`config.mk`:
```
export PLATFORM = sky130hd
export DESIGN_NAME = computation_sequencer
export DESIGN_NICKNAME = d
export VERILOG_FILES = /design/src/rtl/computation_sequencer.sv
export SDC_FILE = /design/constraint.sdc
export NUM_CORES = 1
export LEC_CHECK = 0
export ABC_AREA = 1
export CORE_MARGIN = 2
export CORE_UTILIZATION = 35
export CTS_CLUSTER_SIZE = 12
export DETAILED_ROUTE_END_ITERATION = 6
export MAX_ROUTING_LAYER = met4
export PLACE_DENSITY = 0.72
export SLEW_MARGIN = 20
export SYNTH_ARGS = -nofsm -noshare
export SYNTH_HDL_FRONTEND = slang
export SYNTH_SLANG_ARGS = --single-unit
```
`constraint.sdc`:
```
create_clock -name clk -period 2.1 [get_ports clk]
set_input_delay 0.21 -clock clk [delete_from_list [all_inputs] [get_ports clk]]
set_output_delay 0.21 -clock clk [all_outputs]
set_load 0.02 [all_outputs]
```
`src/rtl/computation_sequencer.sv`:
```
// Host-side sequencer for computation_module: store strobe, optional gap, then one
// compute strobe held until its done, with result capture, cycle count and timeout.
module computation_sequencer #(
  parameter int GAP     = 3,
  parameter int TIMEOUT = 63,
  parameter int DW      = 8
) (
  input  logic          clk,
  input  logic          rst,
  input  logic          start,
  input  logic [1:0]    mode,
  output logic          busy,
  output logic          active_store,
  output logic          active_single,
  output logic          active_sa3,
  output logic          active_sa2,
  input  logic          done_single,
  input  logic          done_sa3,
  input  logic          done_sa2,
  input  logic [DW-1:0] c11,
  input  logic [DW-1:0] c12,
  input  logic [DW-1:0] c21,
  input  logic [DW-1:0] c22,
  output logic [DW-1:0] r11,
  output logic [DW-1:0] r12,
  output logic [DW-1:0] r21,
  output logic [DW-1:0] r22,
  output logic          result_valid,
  output logic          error,
  output logic [7:0]    run_cycles
);

  typedef enum logic [1:0] {
    S_IDLE,
    S_STORE,
    S_GAP,
    S_RUN
  } state_t;

  localparam logic [3:0] GAP_LAST = 4'((GAP > 0) ? GAP - 1 : 0);
  localparam logic [7:0] RUN_LAST = 8'(TIMEOUT - 1);

  state_t     state;
  state_t     next_state;
  logic [1:0] mode_q;
  logic [3:0] gap_cnt;
  logic [7:0] run_cnt;
  logic       done_sel;
  logic       capture;
  logic       fire_error;
  logic       accept;

  // Only the done flag belonging to the latched mode can end a run.
  always_comb begin
    done_sel = 1'b0;
    case (mode_q)
      2'd0:    done_sel = done_single;
      2'd1:    done_sel = done_sa3;
      2'd2:    done_sel = done_sa2;
      default: done_sel = 1'b0;
    endcase
  end

  always_comb begin
    next_state = state;
    capture    = 1'b0;
    fire_error = 1'b0;
    accept     = 1'b0;
    case (state)
      S_IDLE: begin
        if (start) begin
          if (mode != 2'd3) begin
            accept     = 1'b1;
            next_state = S_STORE;
          end else begin
            fire_error = 1'b1;
          end
        end
      end
      S_STORE: begin
        next_state = (GAP > 0) ? S_GAP : S_RUN;
      end
      S_GAP: begin
        if (gap_cnt == GAP_LAST) begin
          next_state = S_RUN;
        end
      end
      S_RUN: begin
        // A done on the timeout cycle still counts as success.
        if (done_sel) begin
          capture    = 1'b1;
          next_state = S_IDLE;
        end else if (run_cnt == RUN_LAST) begin
          fire_error = 1'b1;
          next_state = S_IDLE;
        end
      end
      default: begin
        next_state = S_IDLE;
      end
    endcase
  end

  // Outputs are registered from the next state so they line up with it.
  always_ff @(posedge clk) begin
    if (rst) begin
      state         <= S_IDLE;
      mode_q        <= 2'd0;
      gap_cnt       <= 4'd0;
      run_cnt       <= 8'd0;
      busy          <= 1'b0;
      active_store  <= 1'b0;
      active_single <= 1'b0;
      active_sa3    <= 1'b0;
      active_sa2    <= 1'b0;
      result_valid  <= 1'b0;
      error         <= 1'b0;
      run_cycles    <= 8'd0;
      r11           <= '0;
      r12           <= '0;
      r21           <= '0;
      r22           <= '0;
    end else begin
      state <= next_state;
      if (accept) begin
        mode_q <= mode;
      end
      if (state != S_GAP) begin
        gap_cnt <= 4'd0;
      end else begin
        gap_cnt <= gap_cnt + 4'd1;
      end
      if (state != S_RUN) begin
        run_cnt <= 8'd0;
      end else if (run_cnt != 8'hFF) begin
        run_cnt <= run_cnt + 8'd1;
      end
      busy          <= (next_state != S_IDLE);
      active_store  <= (next_state == S_STORE);
      active_single <= (next_state == S_RUN) && (mode_q == 2'd0);
      active_sa3    <= (next_state == S_RUN) && (mode_q == 2'd1);
      active_sa2    <= (next_state == S_RUN) && (mode_q == 2'd2);
      result_valid  <= capture;
      error         <= fire_error;
      if (capture) begin
        r11        <= c11;
        r12        <= c12;
        r21        <= c21;
        r22        <= c22;
        run_cycles <= run_cnt + 8'd1;
      end
    end
  end

endmodule

```
Word-level counts from Yosys, hierarchy flattened
Cells that the tools add are included.

Add/subtract/negate cells: 2. Equality and inequality tests: 13. Multiplexer cells: 17. Reductions and logical operators: 8.

Operators with widths (count): $mux W2 (5); $mux W1 (9); $add A8 B1 Y8 const B (1); $eq A2 B2 Y1 const B (4); $eq A8 B6 Y1 const B (1); $ne A8 B8 Y1 const B (1); $pmux W2 S4 (1); $eq A2 B1 Y1 const B (3); $ne A2 B2 Y1 const B (3); $add A4 B1 Y4 const B (1); $eq A4 B2 Y1 const B (1); $logic_not A2 Y1 (2); $reduce_or A2 Y1 (2); $logic_and A1 B1 Y1 (3); $pmux W1 S3 (1); $pmux W1 S2 (1); $reduce_bool A2 Y1 (1).

Register bits: 63. Input bits: 40. Output and inout bits: 47.

Depth between registers and ports, before layout
Depth in word-level cells: 6. Depth in mapped cells: 11. Depth with buffers taken out: 10.

Worst setup path after synthesis
Ideal clock, no wire load.

Kind: register -> register. From: register state[1]. To: register r12[0]. Library setup time: 0.113 ns. Data arrival time: 1.278 ns. Data required time: 1.987 ns. Path slack: 0.709 ns. Cell stages (with the launch flop): 7. Buffers on the path: 2. Period minus slack after synthesis: 1.391 ns. Cells stage by stage: dfxtp_1 > ha_1 > buf_2 > buf_1 > nand3b_1 > nand2_1 > nor2_1.

Cells in the longest elaborated chain, start to end: 2.

RTL lines: from (decl) (RTL line 43) `state_t state;`; from (signal assigned) (RTL line 124) `state <= next_state;`; $eq A2 B2 Y1 (RTL line 69) `case (state)`; $mux W1 (RTL line 69); to (signal assigned) (RTL line 120) `r12 <= '0;`; to (signal assigned) (RTL line 147) `r12 <= c12;`; to (decl) (RTL line 25) `output logic [DW-1:0] r12,`.

Every way passes these cells. A chain may end at the register's enable or synchronous reset.

Final worst setup path
From: register r22[3]. To: output r22[3].

RTL lines: from (decl) (RTL line 27) `output logic [DW-1:0] r22,`; from (signal assigned) (RTL line 122) `r22 <= '0;`; from (signal assigned) (RTL line 149) `r22 <= c22;`.

No word-level cell between the ends.

==> impl_results.md <==
- Largest stage delay on the critical path: 630 ps
- RSZ-0062 raised after global routing: false
- Worst hold slack: between 400 and 500 ps
- IO Port Bufs: 86
- CTS resizes: 0
- Worst Tran Pin Value: 313.2 ps
- Crit share post-route: 0.7333
- Vias in the first global route: between 2k and 2.5k
- H-tree lvl count: 3
- TritonCTS clock tree: built
- Cell row count: 32
- Mapped Nets: 413
- Global-route wire length before repair: between 10 and 15 mm
- Peak VDD IR: 0.5551 mV
- CTS buffer count: 9
- Post-synthesis register bit count: 63
- # setup viols final: 0
- Setup bufs post-CTS: 0
- Worst R2R Path Depth: 7
- Sequential area share after synthesis: 0.4508
- Critical path peak fanout: 2
- CP Depth: 1
- IO Pins: 87
- Detailed Route Iter0 Violations: 142
- Clk_skew: 6.710 ps
- Top post-synthesis cells by area: dfxtp_1, nor2_1, nand2_1
- Peak Freq: 0.6494 GHz
- Slew Limit Fails: 0
- Largest net degree at the start of global routing: 36
- Clock Sinks: 63
- Synthesized area per cell: between 7 and 8 sq um
- Seq pwr share: 0.396
- Total global-route track usage: 0.1579
- Max cap viols: 0
- Worst slew margin relative to its limit: 0.7912
- Core ar.: 7727 sq um
- Critical-path cell with the highest stage delay: clkdlybuf4s50_1
- Die width: a little over 90 microns
- Design Power: 3.557 mW
- Worst path arrival time: about 1300 ps
- Crit-path leading delay family: buffers and inverters
- Setup TNS: 0 ps
- Clock share of power: 0.329
- Switching power: 1.083 mW
- Combinational share of power: 0.275
- Worst hold stages: 1
- Wirelength, routed: 6.393 mm
- GP Congestion: 0.8146
- Distinct cells, synth: 28
- DPL Wire Length: 4.615 mm
- Leading area contributor after synthesis: dfxtp_1
- Required time worst endpoint: 1890 ps
- GRT overflow: 0
- DR DRC count: 0
- Die area: 8724 sq um
- Area Overhead vs Synth: 40.38%
- Hold crit path type: reg -> reg
- Clock Pin Slew Worst Setup and Hold Paths: 60 ps
- Post-Syn Area: 2798 sq um
- DR WL/cell: 11.44 microns
- Crit path buf inv count: 1
- Leakage: 1.660 nW
- Drt first pass iters: 4
- Critical path type: reg -> out
- Endpoints failing hold: 0
- Clk_lat worst skew: 330 ps
- Outcome: completed
- PD cells: between 900 and 1000 nW/um^2
- Cts-stage hold buffer count: 0
- Share of layout cells above drive strength 1: 0.08753
- Yosys top cell area share: 0.4508
- Initial antenna violation count: 0
- CTS root buf: clkbuf_8
- Final antenna-violating net count: 0
- Vias: around 2.5k
- CP cell instances: clkdlybuf4s50_1
- Switch share: 0.3045
- Die height: 93.41 microns
- Critical Path Start Type: register
- YS warnings: 0
- Initial core utilization: 0.3620
- Synthesized netlist cell count: 365
- Clock Tree Buf Depth: 2
- Net count, final: 500
- Period minus WS final: about 1500 ps
- Crit. End Element: output pin
- Vias per std cell: 4.549
- Power Internal: roughly 2.5 mW
- Diodes inserted: 0
## stage by stage
step           worst slack [ps]  instances  utilization  area [sq um]
5_1_grt                   421.7        559       0.5083          3928
3_5_place_dp              390.3        543       0.4793          3704
3_3_place_gp              423.2        543       0.4793          3704
6_report                  560.1        559       0.5083          3928
2_1_floorplan             709.1        365            -          2798
4_1_cts                   534.3        559       0.5083          3928
## path summary, 6_finish.rpt
path / start / end / slack, ps
setup reg to reg: run_cnt[0] / run_cnt[7] / 610
setup / recovery: r22[3] / r22[3] / 560
hold reg to reg: gap_cnt[0] / gap_cnt[0] / 470
hold / removal: gap_cnt[0] / gap_cnt[0] / 470
## power groups by stage
stage          Sequential [mW]  Combinational [mW]  Clock [mW]
6_report                  1.41               0.980        1.17
5_1_grt                   1.42                1.07        1.26
4_1_cts                   1.41               0.986        1.20
3_5_place_dp              1.43               0.980           0
3_3_place_gp              1.43               0.967           0
2_1_floorplan             1.55               0.520           0
## layer usage
| layer | vias up | global-route usage | share of wire |
|---|---|---|---|
| li1 | 1308 | - | - |
| met1 | 1140 | 0.1832 | 0.45 |
| met2 | 84 | 0.2488 | 0.46 |
| met3 | 11 | 0.06608 | 0.077 |
| met4 | 0 | 0.05025 | 0.0099 |
| met5 | - | - | 0 |
## cells by family (layout without fill, tap and decap cells)
family	count (synthesis)	in the layout	synth area share
DFF	63	63	0.4508
adders and majority gates	8	8	0.03578
buffers and inverters	43	135	0.08408
xor gates and xnor gates	6	6	0.01878
AOI/OAI and AO/OA	16	16	0.02907
and+or+nand+nor	229	229	0.3815
## sequential cells by signal, summed over array words and instances (netlist names), 2 cells and up
name,count
r21,8
r12,8
run_cycles,8
run_cnt,8
r11,8
r22,8
gap_cnt,4
state,2
mode_q,2
## cell usage after synthesis, drive strengths merged
| cell | count |
|---|---|
| xnor2 | 1 |
| clkbuf | 2 |
| a31oi | 1 |
| buf | 13 |
| o21ai | 7 |
| clkinv | 1 |
| a21oi | 8 |
| inv | 27 |
| dfxtp | 63 |
| xor2 | 5 |
| nand3 | 14 |
| nor3 | 2 |
| nand2 | 74 |
| nand3b | 32 |
| or2 | 2 |
| nor2 | 102 |
| ha | 8 |
| nand4 | 3 |
## layout make-up
cell class / instances / area [sq um]
clock buffers: 13 / 158.9
flip-flops and latches: 63 / 1261
well taps: 102 / 127.6
repair buffers: 91 / 898.4
clock inverters: 3 / 65.06
multi-input cells: 259 / 1301
inverters: 28 / 115.1
fillers: 762 / 3800
## cell usage in the layout (no fill, tap or decap)
cell type	Yosys	layout
nor2_1	88	88
clkdlybuf4s50_1	0	86
nand2_1	72	72
dfxtp_1	63	63
nand3b_1	32	32
inv_1	24	24
nand3_1	14	14
nor2_2	12	12
clkbuf_8	0	11
a21oi_1	8	8
ha_1	8	8
o21ai_0	7	7
xor2_1	5	5
buf_4	1	5
nand4_1	3	3
nor2_4	2	2
inv_6	2	2
nor3_1	2	2
or2_2	2	2
bufinv_16	0	2
clkbuf_1	2	2
inv_2	1	1
nand2_2	1	1
nand2_4	1	1
clkinv_1	1	1
a31oi_1	1	1
xnor2_1	1	1
clkinv_2	0	1
No activity file was read; power rests on OpenSTA's default activity.
